### src/rtl/if_fetch_if.sv
// ROM fetch bus: request/grant for addresses, in-order rvalid for returned words.
interface if_fetch_if;
   logic        rom_req_o;
   logic [31:0] rom_addr_o;
   logic        rom_gnt_i;
   logic        rom_rvalid_i;
   logic [31:0] rom_rdata_i;

   modport master (
      output rom_req_o,
      output rom_addr_o,
      input  rom_gnt_i,
      input  rom_rvalid_i,
      input  rom_rdata_i
   );

   modport slave (
      input  rom_req_o,
      input  rom_addr_o,
      output rom_gnt_i,
      output rom_rvalid_i,
      output rom_rdata_i
   );
endinterface

### src/rtl/if_fetch.sv
// Instruction fetch unit: PC owner, ROM request issue, in-flight address tracking,
// stale-response discard after redirects and an in-order prefetch FIFO feeding if_id.

// Invariant checker for the fetch bookkeeping counters.
module if_fetch_chk #(
   parameter int unsigned CW         = 3,
   parameter int unsigned FIFO_DEPTH = 4
) (
   input logic          clk,
   input logic          rst,
   input logic [CW-1:0] i_outstanding,
   input logic [CW-1:0] i_discard,
   input logic [CW-1:0] i_count
);
   localparam int unsigned OW = CW + 1;
   localparam logic [OW-1:0] L_DEPTH = OW'(FIFO_DEPTH);

   // In-flight requests plus buffered words never exceed the prefetch capacity.
   a_occupancy: assert property (@(posedge clk) disable iff (rst)
      (({1'b0, i_outstanding} + {1'b0, i_count}) <= L_DEPTH));

   // Words to be dropped are always a subset of the words still in flight.
   a_discard: assert property (@(posedge clk) disable iff (rst)
      (i_discard <= i_outstanding));
endmodule

module if_fetch #(
   parameter logic [31:0] RESET_ADDR = 32'h0000_0000,
   parameter int unsigned FIFO_DEPTH = 4,
   parameter logic [31:0] INST_NOP   = 32'h0000_0013
) (
   input  logic        clk,
   input  logic        rst,
   input  logic        jump_flag_i,
   input  logic [31:0] jump_addr_i,
   input  logic        hold_flag_i,
   if_fetch_if.master  rom,
   output logic        inst_valid_o,
   output logic [31:0] inst_o,
   output logic [31:0] inst_addr_o
);
   localparam int unsigned PW = (FIFO_DEPTH > 1) ? $clog2(FIFO_DEPTH) : 1;
   localparam int unsigned CW = PW + 1;
   localparam int unsigned OW = CW + 1;

   localparam logic [CW-1:0] C_ONE   = CW'(1'b1);
   localparam logic [CW-1:0] C_ZERO  = '0;
   localparam logic [PW-1:0] P_ONE   = PW'(1'b1);
   localparam logic [PW-1:0] P_ZERO  = '0;
   localparam logic [OW-1:0] O_DEPTH = OW'(FIFO_DEPTH);

   // Architectural state
   logic [31:0]   r_pc;
   logic [CW-1:0] r_outstanding;
   logic [CW-1:0] r_discard;
   logic [CW-1:0] r_count;

   // Address queue: one entry per non-discarded request in flight
   logic [31:0]   r_aq_mem [FIFO_DEPTH];
   logic [PW-1:0] r_aq_wr;
   logic [PW-1:0] r_aq_rd;

   // Prefetch FIFO of {addr, inst}
   logic [31:0]   r_fifo_addr [FIFO_DEPTH];
   logic [31:0]   r_fifo_inst [FIFO_DEPTH];
   logic [PW-1:0] r_wr_ptr;
   logic [PW-1:0] r_rd_ptr;

   // Per-cycle decode
   logic [OW-1:0] w_occupancy;
   logic          w_req;
   logic          w_xfer;
   logic          w_rsp;
   logic          w_rsp_drop;
   logic          w_rsp_keep;
   logic          w_head_valid;
   logic          w_push;
   logic          w_pop;
   logic [31:0]   w_jump_target;
   logic [CW-1:0] w_out_nxt;
   logic [CW-1:0] w_discard_nxt;
   logic [CW-1:0] w_count_nxt;

   // Issue throttle uses registered counts only: a slot freed by a pop this cycle
   // becomes visible to the request logic one cycle later.
   assign w_occupancy   = {1'b0, r_outstanding} + {1'b0, r_count};
   assign w_req         = ~rst & ~jump_flag_i & (w_occupancy < O_DEPTH);
   assign w_xfer        = w_req & rom.rom_gnt_i;
   // A response with nothing outstanding is a bus protocol error and is ignored.
   assign w_rsp         = rom.rom_rvalid_i & (r_outstanding != C_ZERO);
   assign w_rsp_drop    = w_rsp & (r_discard != C_ZERO);
   assign w_rsp_keep    = w_rsp & (r_discard == C_ZERO);
   assign w_head_valid  = (r_count != C_ZERO);
   assign w_push        = w_rsp_keep & ~jump_flag_i;
   assign w_pop         = w_head_valid & ~hold_flag_i & ~jump_flag_i;
   assign w_jump_target = jump_addr_i & 32'hFFFF_FFFC;

   assign rom.rom_req_o  = w_req;
   assign rom.rom_addr_o = r_pc;

   // Next values of the in-flight, discard and FIFO occupancy counters.
   always_comb begin
      w_out_nxt     = r_outstanding;
      w_discard_nxt = r_discard;
      w_count_nxt   = r_count;

      if (w_xfer && !w_rsp) begin
         w_out_nxt = r_outstanding + C_ONE;
      end else if (!w_xfer && w_rsp) begin
         w_out_nxt = r_outstanding - C_ONE;
      end else begin
         w_out_nxt = r_outstanding;
      end

      // On a redirect every request still in flight turns stale; no grant can
      // happen in the redirect cycle, so w_out_nxt is exactly that set.
      if (jump_flag_i) begin
         w_discard_nxt = w_out_nxt;
      end else if (w_rsp_drop) begin
         w_discard_nxt = r_discard - C_ONE;
      end else begin
         w_discard_nxt = r_discard;
      end

      if (jump_flag_i) begin
         w_count_nxt = C_ZERO;
      end else if (w_push && !w_pop) begin
         w_count_nxt = r_count + C_ONE;
      end else if (!w_push && w_pop) begin
         w_count_nxt = r_count - C_ONE;
      end else begin
         w_count_nxt = r_count;
      end
   end

   // PC, counters and queue pointers; reset and redirect flush everything.
   always_ff @(posedge clk) begin
      if (rst) begin
         r_pc          <= RESET_ADDR;
         r_outstanding <= C_ZERO;
         r_discard     <= C_ZERO;
         r_count       <= C_ZERO;
         r_aq_wr       <= P_ZERO;
         r_aq_rd       <= P_ZERO;
         r_wr_ptr      <= P_ZERO;
         r_rd_ptr      <= P_ZERO;
      end else begin
         r_outstanding <= w_out_nxt;
         r_discard     <= w_discard_nxt;
         r_count       <= w_count_nxt;
         if (jump_flag_i) begin
            r_pc     <= w_jump_target;
            r_aq_wr  <= P_ZERO;
            r_aq_rd  <= P_ZERO;
            r_wr_ptr <= P_ZERO;
            r_rd_ptr <= P_ZERO;
         end else begin
            if (w_xfer) begin
               r_pc    <= r_pc + 32'd4;
               r_aq_wr <= r_aq_wr + P_ONE;
            end
            if (w_rsp_keep) begin
               r_aq_rd <= r_aq_rd + P_ONE;
            end
            if (w_push) begin
               r_wr_ptr <= r_wr_ptr + P_ONE;
            end
            if (w_pop) begin
               r_rd_ptr <= r_rd_ptr + P_ONE;
            end
         end
      end
   end

   // Remember the address of every granted request until its word returns.
   always_ff @(posedge clk) begin
      if (w_xfer) begin
         r_aq_mem[r_aq_wr] <= r_pc;
      end
   end

   // Write a returned word with its request address into the FIFO tail.
   always_ff @(posedge clk) begin
      if (w_push) begin
         r_fifo_addr[r_wr_ptr] <= r_aq_mem[r_aq_rd];
         r_fifo_inst[r_wr_ptr] <= rom.rom_rdata_i;
      end
   end

   // Present the FIFO head, or a NOP at address 0 when nothing is buffered.
   always_comb begin
      inst_valid_o = 1'b0;
      inst_o       = INST_NOP;
      inst_addr_o  = 32'h0000_0000;
      if (w_head_valid) begin
         inst_valid_o = 1'b1;
         inst_o       = r_fifo_inst[r_rd_ptr];
         inst_addr_o  = r_fifo_addr[r_rd_ptr];
      end else begin
         inst_valid_o = 1'b0;
         inst_o       = INST_NOP;
         inst_addr_o  = 32'h0000_0000;
      end
   end

   if_fetch_chk #(
      .CW         (CW),
      .FIFO_DEPTH (FIFO_DEPTH)
   ) u_chk (
      .clk           (clk),
      .rst           (rst),
      .i_outstanding (r_outstanding),
      .i_discard     (r_discard),
      .i_count       (r_count)
   );
endmodule
### src/flat_wrapper.sv
// flat-port wrapper written by rule: the top's interface ports become plain ports
module if_fetch_flat 
#(
   parameter logic [31:0] RESET_ADDR = 32'h0000_0000,
   parameter int unsigned FIFO_DEPTH = 4,
   parameter logic [31:0] INST_NOP   = 32'h0000_0013
)
  (clk, rst, jump_flag_i, jump_addr_i, hold_flag_i, inst_valid_o, inst_o, inst_addr_o, rom_rom_req_o, rom_rom_addr_o, rom_rom_gnt_i, rom_rom_rvalid_i, rom_rom_rdata_i);
  if_fetch_if rom_i ();
  input  logic clk;
  input  logic rst;
  input  logic jump_flag_i;
  input  logic [31:0] jump_addr_i;
  input  logic hold_flag_i;
  output logic inst_valid_o;
  output logic [31:0] inst_o;
  output logic [31:0] inst_addr_o;
  output wire logic [$bits(rom_i.rom_req_o)-1:0] rom_rom_req_o;
  output wire logic [$bits(rom_i.rom_addr_o)-1:0] rom_rom_addr_o;
  input wire logic [$bits(rom_i.rom_gnt_i)-1:0] rom_rom_gnt_i;
  input wire logic [$bits(rom_i.rom_rvalid_i)-1:0] rom_rom_rvalid_i;
  input wire logic [$bits(rom_i.rom_rdata_i)-1:0] rom_rom_rdata_i;
  assign rom_rom_req_o = rom_i.rom_req_o;
  assign rom_rom_addr_o = rom_i.rom_addr_o;
  assign rom_i.rom_gnt_i = rom_rom_gnt_i;
  assign rom_i.rom_rvalid_i = rom_rom_rvalid_i;
  assign rom_i.rom_rdata_i = rom_rom_rdata_i;
  if_fetch #(.RESET_ADDR(RESET_ADDR), .FIFO_DEPTH(FIFO_DEPTH), .INST_NOP(INST_NOP)) u_core (.clk(clk), .rst(rst), .jump_flag_i(jump_flag_i), .jump_addr_i(jump_addr_i), .hold_flag_i(hold_flag_i), .rom(rom_i), .inst_valid_o(inst_valid_o), .inst_o(inst_o), .inst_addr_o(inst_addr_o));
endmodule
### config.mk
export PLATFORM = sky130hd
export DESIGN_NAME = if_fetch_flat
export DESIGN_NICKNAME = d
export VERILOG_FILES = /design/src/rtl/if_fetch_if.sv /design/src/rtl/if_fetch.sv /design/src/flat_wrapper.sv
export SDC_FILE = /design/constraint.sdc
export NUM_CORES = 1
export LEC_CHECK = 0
export ABC_AREA = 1
export CAP_MARGIN = 30
export CORE_MARGIN = 2
export CORE_UTILIZATION = 55
export CTS_CLUSTER_DIAMETER = 120
export DETAILED_ROUTE_END_ITERATION = 7
export PLACE_DENSITY = 0.83
export SYNTH_ARGS = -nofsm -noshare
export SYNTH_HDL_FRONTEND = slang
export SYNTH_HIERARCHICAL = 1
export SYNTH_SLANG_ARGS = --single-unit
### constraint.sdc
create_clock -name clk -period 14.4 [get_ports clk]
set_clock_uncertainty 0.2 [all_clocks]
set_input_delay 2.16 -clock clk [delete_from_list [all_inputs] [get_ports clk]]
set_output_delay 2.16 -clock clk [all_outputs]
set_load 0.01 [all_outputs]
==> key figures, run 1 <==
Drt
  • Detail-routed via count per cell: 5.64
  • Number of iterations in the first detailed-routing pass: 5
  • Detailed Route Iter0 Violations: 1076
  • Vias after detailed routing: 12.0k
  • Post-route DRC: 0
  • Routed WL: 38.5 mm
  • Routed Antenna Nets: 0
  • Per-cell routed wire length: 18.1 microns

Global routing
  • Global route total overflow: 0
  • Via count of the first global-routing pass: 11.8k
  • Maximum number of pins on one net before global-route repair: 76
  • Total track usage: between 20% and 30%
  • Wire length of the first global-routing pass: just over 60 mm
  • Initial antenna violation count: 0

Flow run
  • # Max-Cap Violations: 0

Critical path
  • Largest fanout of any net on the critical path: 26
  • Worst setup path category: in -> out
  • Critical Path End Type: output pin
  • Required time reported for the critical path endpoint: about 12000 ps
  • R2r startpoint: u_core/r_outstanding[0]
  • Reg-to-reg slack, setup: between 10000 and 15000 ps
  • Arrival time reported for the critical path endpoint: 3900 ps
  • Kind of start point of the critical path: input port
  • Timing startpoint of the critical path: rst

Timing
  • Worst-Margin Slew: 1000 ps
  • Total negative slack: 0 ps
  • Setup Viol. Count Final: 0
  • Period minus WS final: 6260 ps
  • Final Hold Viols: 0
  • Period Utilization, post-route: 43.5%
  • Setup repair after global routing missed its margin: no
  • Fmax: 160 MHz
  • Headroom to the max-slew limit: 33.2%
  • Final number of max-transition violations: 0

Die
  • Core region area: ~0.031 sq mm
  • Die X: between 150 and 200 microns
  • Number of rows created at floorplan: 64
  • Boundary pin count: 168
  • Die span in y: 181 microns
  • Die area: 0.0328 sq mm
  • Effective utilization at floorplan: 56.0%

Synth
  • Share of synthesized area occupied by flip-flops and latches: a little over two thirds
  • Yosys warning total: 6
  • Top cells by instance count after synthesis: nor2_1 (389), edfxtp_1 (368), o21ai_0 (208)
  • Library cell with the highest instance count after synthesis: nor2_1
  • Fraction of registers with async set or reset after synthesis: 0%
  • Cell count after synthesis: 1552
  • Synth cell types: 35
  • Synthesized area divided by synthesized cell count: 11.1 sq um
  • Synth top area share: 64.1%
  • Ranking of synthesized cells by area: edfxtp_1 (64%), nor2_1 (8.5%), o21ai_0 (6.0%), dfxtp_1 (5.9%), nand2_1 (3.5%)
  • Total of flip-flops plus latches after synthesis: 419
  • Largest area contributor in the netlist: edfxtp_1
  • Number of flops mapped to enable cells by yosys: about 370
  • Commonest register cell after synthesis: edfxtp_1
  • Synth Cell Area: about 0.017 sq mm

Final layout
  • Combined area of the multi-input logic cells: 0.00459 sq mm
  • Proportion of layout cells with a drive suffix above 1: under 10%
  • Number of nets in the final layout: approximately 1.8k
  • Area Overhead vs Synth: 19.2%
  • Footprint of the flip-flops and latches: between 0.01 and 0.015 sq mm
  • Ant diodes: 0
  • Final standard cell count with taps included and fillers excluded: 2122
  • Final-layout fill cell count: 2167

Clock network
  • Number of buffers added by the clock tree synthesis step: 42
  • Number of buffers inserted by post-CTS setup repair: 0
  • H-tree depth: 2
  • Deepest clock path buffer count: 3
  • Count of instances resized after the clock tree is built: 0
  • CTS Root Cell: clkbuf_16
  • Hold-fix buffers at CTS: 0
  • Worst-skew pair later-pin latency: 550 ps
  • TritonCTS sink count: 419
  • Register clock-pin slew on the reported worst setup and hold paths: 60 ps
  • Clock tree from TritonCTS: built

Place
  • Placer congestion estimate: 0.890
  • Placed wire-length estimate: 21.5 mm
  • Count of input and output buffers: 161
  • Placed Cells incl. Taps: slightly above 2k

Power
  • Cell leakage power: a little over 7 nW
  • Sum of internal, switching and leakage power: 2.84 mW
  • Total power density per cell area: between 100 and 150 mW/mm^2
  • VDD IR-drop max: 0.0897 mV

Worst hold path
  • Hold path startpoint: u_core/r_aq_rd[1]
  • Path class of the lowest-slack min-delay path: reg -> reg

Run status
  • Result of the run: finished clean
critical path, stage by stage:
cell and delay (ps):
clkdlybuf4s50_1 400, buf_4 240, nor2_4 260, nand2_2 100
nor2_4 170, clkdlybuf4s50_1 560
sequential cells by signal, indices dropped and copies added (netlist names), named ones only:
signal                 flops
u_core/r_aq_rd             2
u_core/rom.rom_addr_o     30
u_core/r_fifo_addr       120
u_core/r_discard           3
u_core/r_aq_wr             2
u_core/r_wr_ptr            2
u_core/r_count             3
u_core/r_fifo_inst       128
u_core/r_outstanding       3
u_core/r_rd_ptr            2
u_core/r_aq_mem          120
worst paths after layout:
kind,endpoint,depth (start not counted)
worst max register to register,u_core/r_fifo_addr[2][27],9
worst min register to register,u_core/r_aq_rd[1],2
worst max-delay path,rom_rom_req_o,6
worst min-delay path,u_core/r_aq_rd[1],2
per-layer routing:
layer	GRT usage [%]	share of wire (%)	vias up
li1	-	-	5658
met3	4.13	8.9	76
met1	31.5	41	5642
met2	39.6	48	600
met5	0	0	-
met4	7.80	2.3	0
through the flow:
stage	setup WS, ps	hold slack (ps)	utilization [%]	area (sq um)
after floorplan	8370	236	-	17200
final	8140	265	66.8	20500
after global placement	8140	245	62.3	19200
after detailed placement	8140	257	62.3	19200
after CTS	8130	268	66.7	20500
after global routing	8060	307	66.8	20500
layout by cell type, fill, tap and decap left out, drive strengths merged, types with 17 or more instances in the layout:
master	n
o22ai	30
inv	70
nand3	35
dfxtp	51
ha	17
edfxtp	368
nand2	165
clkbuf	55
clkdlybuf4s50	161
a21oi	92
nor2	396
o21ai	209
cell type report:
class	count	share of cell area [%]
Multi-Input combinational cell	983	22.4
Clock inverter	21	0.865
Tap cell	396	2.41
Clock buffer	55	5.76
Inverter	71	1.30
Sequential cell	419	58.8
Timing Repair Buffer	177	8.49
kinds of logic after synthesis:
| group | after synthesis | synth area share [%] |
|---|---|---|
| flip-flops | 419 | 70.1 |
| adder cells (fa/ha/maj) | 18 | 1.35 |
| XOR/XNOR | 16 | 0.813 |
| AO/OA/AOI/OAI | 343 | 10.3 |
| AND/OR/NAND/NOR | 602 | 13.7 |
| buffers and inverters | 153 | 3.67 |
| other | 1 | 0.0218 |
power breakdown:
part | switching [mW] | total (mW) | internal, mW
registers | 0.0342 | 1.42 | 1.39
logic | 0.215 | 0.353 | 0.138
clock network | 0.435 | 1.07 | 0.631
total | 0.684 | 2.84 | 2.16
No activity file was read; power rests on OpenSTA's default activity.
==> inputs of run 2 (changes only) <==
==> constraint.sdc (replaced) <==
create_clock -name clk -period 5.86 [get_ports clk]
set_clock_uncertainty 0.2 [all_clocks]
set_input_delay 0.879 -clock clk [delete_from_list [all_inputs] [get_ports clk]]
set_output_delay 0.879 -clock clk [all_outputs]
set_load 0.01 [all_outputs]
==> key figures, run 2 (synthesized netlist as in run 1, its figures left out) <==
Run status
  • Result of the run: finished clean

Drt
  • Post-route DRC: 0
  • Per-cell routed wire length: 18.3 microns
  • Number of iterations in the first detailed-routing pass: 6
  • Detailed Route Iter0 Violations: 1310
  • Vias after detailed routing: 12.1k
  • Routed WL: between 30 and 40 mm
  • Routed Antenna Nets: 0
  • Detail-routed via count per cell: 5.70

Timing
  • Period minus WS final: 4250 ps
  • Worst hold slack: 273 ps
  • Final number of max-transition violations: 0
  • Setup ws final: 1610 ps
  • Total negative slack: 0 ps
  • Headroom to the max-slew limit: 36.1%
  • Setup repair after global routing missed its margin: no
  • Fmax: about 240 MHz
  • Final Hold Viols: 0
  • Period Utilization, post-route: between 70 and 80%
  • Worst-Margin Slew: 959 ps
  • Setup Viol. Count Final: 0

Clock network
  • H-tree depth: 2
  • Hold-fix buffers at CTS: 0
  • Clock tree from TritonCTS: built
  • Number of buffers added by the clock tree synthesis step: 41
  • Number of buffers inserted by post-CTS setup repair: 0
  • Count of instances resized after the clock tree is built: 0
  • Deepest clock path buffer count: 3
  • Register clock-pin slew on the reported worst setup and hold paths: ~60 ps
  • CTS Root Cell: clkbuf_16
  • TritonCTS sink count: 419
  • Worst-skew pair later-pin latency: 530 ps

Final layout
  • Area Overhead vs Synth: 19.0%
  • Final standard cell count with taps included and fillers excluded: roughly 2.1k
  • Largest register FFs: around 130
  • Most flop-heavy register: u_core/r_fifo_inst
  • Highest-count cells in the layout ignoring fill and taps: nor2_1 (381), edfxtp_1 (368), o21ai_0 (208), nand2_1 (162), clkdlybuf4s50_1 (161)
  • Proportion of layout cells with a drive suffix above 1: ~6.1%
  • Registers with the most flip-flops: u_core/r_fifo_inst (128), u_core/r_aq_mem (120), u_core/r_fifo_addr (120)
  • Number of nets in the final layout: approximately 1.8k
  • Leading cell type in the layout, fill and taps excluded: nor2_1
  • Post-route cell area: just over 0.02 sq mm

Global routing
  • Total track usage: approximately a quarter
  • Global route total overflow: 0
  • Initial antenna violation count: 0
  • Via count of the first global-routing pass: 11.9k
  • Wire length of the first global-routing pass: 60.7 mm
  • Maximum number of pins on one net before global-route repair: 102

Die
  • Boundary pin count: ~170
  • Die X: 181 microns
  • Die area: 0.0328 sq mm
  • Number of rows created at floorplan: 64
  • Effective utilization at floorplan: approximately 56%
  • Die span in y: around 180 microns
  • Core region area: ~0.031 sq mm

Power
  • Total power density per cell area: 336 mW/mm^2
  • VDD IR-drop max: 0.208 mV
  • Cell leakage power: 7.05 nW

Place
  • Pre-CTS worst setup slack: 1650 ps
  • Placer congestion estimate: 0.876
  • Placed wire-length estimate: 22.5 mm
  • Count of input and output buffers: 161
  • Area of placed instances: 0.0192 sq mm
  • Placed Cells incl. Taps: 2051

Critical path
  • Largest fanout of any net on the critical path: 52
  • Arrival time reported for the critical path endpoint: approximately 3200 ps
  • Critical Path End Type: output pin
  • Kind of start point of the critical path: register
  • Required time reported for the critical path endpoint: 4780 ps
  • Worst setup path category: reg -> out

Worst hold path
  • Path class of the lowest-slack min-delay path: reg -> reg

Flow run
  • # Max-Cap Violations: 0
run 2: path summary, 6_finish.rpt:
check	slack, ps	cells after the start	endpoint	from
worst max-delay path	1610	5	inst_addr_o[14]	register
worst min-delay path	270	2	register	u_core/r_rd_ptr[1]
worst max register to register	2350	9	u_core/r_fifo_addr[3][23]	u_core/r_outstanding[0]
worst min register to register	270	2	register	u_core/r_rd_ptr[1]
run 2: layout make-up:
class / instances / area (sq um)
clock buffers: 53 / 1090
repair buffers: 183 / 1800
inverters: 71 / 268
clock inverters: 20 / 190
well taps: 396 / 495
multi-input cells: 983 / 4580
fillers: 2155 / 10200
diodes: 1 / 2.50
flip-flops and latches: 419 / 12100
run 2: report_power, final:
group	internal [mW]	switching, mW	leakage (nW)
combinational	0.342	0.545	2.67
clock	1.45	1.05	0.623
sequential	3.41	0.0816	3.76
run 2: layer usage:
metal	vias up	track usage, %	share of wire, %
met5	-	0	0
met4	0	7.97	2.4
met3	84	3.25	8.6
met2	631	39.0	48
met1	5755	32.0	41
li1	5658	-	-
run 2: metrics by stage:
stage	util (%)	power [mW]
final	66.7	6.89
after global routing	66.7	7.15
after CTS	66.6	6.91
after detailed placement	62.4	4.43
after global placement	62.4	4.39
after floorplan	-	4.03
run 2: critical path, stage by stage (launching register included):
cell             delay, ps
dfxtp_4                430
inv_2                  610
buf_4                  500
o21ai_0                180
a21oi_1                300
clkdlybuf4s50_1        600
==> inputs of run 3 (changes only) <==
==> constraint.sdc (replaced) <==
create_clock -name clk -period 4.3 [get_ports clk]
set_clock_uncertainty 0.2 [all_clocks]
set_input_delay 0.645 -clock clk [delete_from_list [all_inputs] [get_ports clk]]
set_output_delay 0.645 -clock clk [all_outputs]
set_load 0.01 [all_outputs]
==> key figures, run 3 (synthesized netlist as in run 1, its figures left out) <==
Critical path
  • Required time reported for the critical path endpoint: 3450 ps
  • Worst setup path category: reg -> out
  • Kind of start point of the critical path: register
  • CP max stage cell: clkdlybuf4s50_1
  • Endpoint of the most critical setup path: inst_addr_o[14]
  • Reg-to-reg slack, setup: around 1100 ps
  • Cell-by-cell listing of the critical path: inv_2 > buf_12 > o21ai_0 > a21oi_1 > clkdlybuf4s50_1
  • Arrival time reported for the critical path endpoint: about 2900 ps
  • R2r startpoint: u_core/r_outstanding[0]
  • Critical Path End Type: output pin
  • Number of cells traversed by the worst register-to-register path: 15
  • Endpoint of the worst-slack reg-to-reg timing path: u_core/r_count[2]
  • Largest stage delay, worst path: around 600 ps
  • Largest fanout of any net on the critical path: 64

Worst hold path
  • Path class of the lowest-slack min-delay path: reg -> reg

Timing
  • Period minus WS final: 3700 ps
  • Period Utilization, post-route: 86.1%
  • Final number of max-transition violations: 0
  • Final Hold Viols: 0
  • Setup repair after global routing missed its margin: no
  • Total negative slack: 0 ps
  • Headroom to the max-slew limit: 40.1%
  • Fmax: 270 MHz
  • Worst-Margin Slew: 897 ps
  • Setup Viol. Count Final: 0

Global routing
  • Via count of the first global-routing pass: 12.1k
  • Met2 layer usage reported by global route: between 30% and 40%
  • Met1 Track Usage GR: 31.3%
  • Initial antenna violation count: 0
  • Global routing met3 resource utilization: 3.79%
  • Total track usage: 23.5%
  • Peak-usage layer in the global routing report: met2
  • Wire length of the first global-routing pass: 61.1 mm
  • Global route total overflow: 0
  • Maximum number of pins on one net before global-route repair: 65

Drt
  • Detailed Route Iter0 Violations: 1315
  • Per-cell routed wire length: 18.3 microns
  • Vias after detailed routing: 12.2k
  • Number of iterations in the first detailed-routing pass: 5
  • Routed Antenna Nets: 0
  • Detail-routed via count per cell: approximately 5.7
  • Post-route DRC: 0
  • Routed WL: 39.0 mm

Clock network
  • Worst-skew pair later-pin latency: 530 ps
  • Deepest clock path buffer count: 3
  • Register clock-pin slew on the reported worst setup and hold paths: around 60 ps
  • Count of instances resized after the clock tree is built: 0
  • Clock tree from TritonCTS: built
  • CTS Root Cell: clkbuf_16
  • TritonCTS sink count: roughly 420
  • H-tree depth: 2
  • Hold-fix buffers at CTS: 0
  • Number of buffers added by the clock tree synthesis step: 41
  • Number of buffers inserted by post-CTS setup repair: 0

Power
  • Sum of internal, switching and leakage power: between 9 and 10 mW
  • Cell leakage power: 7.03 nW
  • Total power density per cell area: 450 mW/mm^2
  • VDD IR-drop max: 0.250 mV

Final layout
  • Number of nets in the final layout: 1789
  • Highest-count cells in the layout ignoring fill and taps: nor2_1 (381), edfxtp_1 (368), o21ai_0 (208), nand2_1 (162), clkdlybuf4s50_1 (161)
  • Most flop-heavy register: u_core/r_fifo_inst
  • Post-route cell area: 0.0205 sq mm
  • Leading cell type in the layout, fill and taps excluded: nor2_1
  • Final standard cell count with taps included and fillers excluded: around 2.1k
  • Registers with the most flip-flops: u_core/r_fifo_inst (128), u_core/r_aq_mem (120), u_core/r_fifo_addr (120)
  • Area Overhead vs Synth: 18.9%
  • Largest register FFs: approximately 130
  • Proportion of layout cells with a drive suffix above 1: 5.77%

Die
  • Die span in y: around 180 microns
  • Die area: 0.0328 sq mm
  • Effective utilization at floorplan: 56.0%
  • Die X: 181 microns
  • Core region area: 0.0307 sq mm
  • Boundary pin count: roughly 170
  • Number of rows created at floorplan: between 60 and 70

Run status
  • Result of the run: finished clean

Place
  • Count of input and output buffers: 161
  • Placed wire-length estimate: ~22 mm
  • Area of placed instances: 0.0193 sq mm
  • Placer congestion estimate: 0.893
  • Placed Cells incl. Taps: between 2k and 2.5k

Flow run
  • # Max-Cap Violations: 0
run 3: how the worst min path moves through the flow:
stage | start | to | slack (ps) | depth (start not counted)
global placement | u_core/r_rd_ptr[1] | register | 240 | 2
floorplan | u_core/r_rd_ptr[1] | register | 240 | 2
CTS | u_core/r_rd_ptr[1] | register | 280 | 2
finish | u_core/r_aq_rd[0] | u_core/r_aq_rd[0] | 280 | 1
global route | u_core/r_rd_ptr[1] | register | 300 | 2
detailed placement | u_core/r_rd_ptr[1] | register | 270 | 2
run 3: area by class of cell:
cell class,count,area [sq um]
clock inverters,14,67.6
repair buffers,185,1850
well taps,396,495
multi-input cells,983,4580
clock buffers,60,1140
fillers,2133,10300
flip-flops and latches,419,12100
diodes,1,2.50
inverters,71,268
run 3: metrics by stage:
stage	setup slack (ps)	hold slack (ps)	utilization, %
floorplan	-341	236	-
global placement	830	245	62.7
detailed placement	851	267	62.7
CTS	605	280	66.6
global route	459	300	66.6
finish	599	285	66.6
run 3: per-layer routing:
layer  up-vias  share of wire [%]
met5         -                  0
met4         0                2.7
met3        85                8.7
met2       626                 47
met1      5770                 41
li1       5676                  -
run 3: critical path, delay by kind of cell, from the launching register on:
kind	cells	cell delay, ps
AOI/OAI and AO/OA	2	460
buffers and inverters	3	1440
DFF	1	380
run 3: power by group:
group / total (mW) / switching (mW) / internal, mW
combinational: 1.22 / 0.744 / 0.475
clock: 3.24 / 1.40 / 1.84
sequential: 4.76 / 0.111 / 4.65
total: 9.22 / 2.26 / 6.96
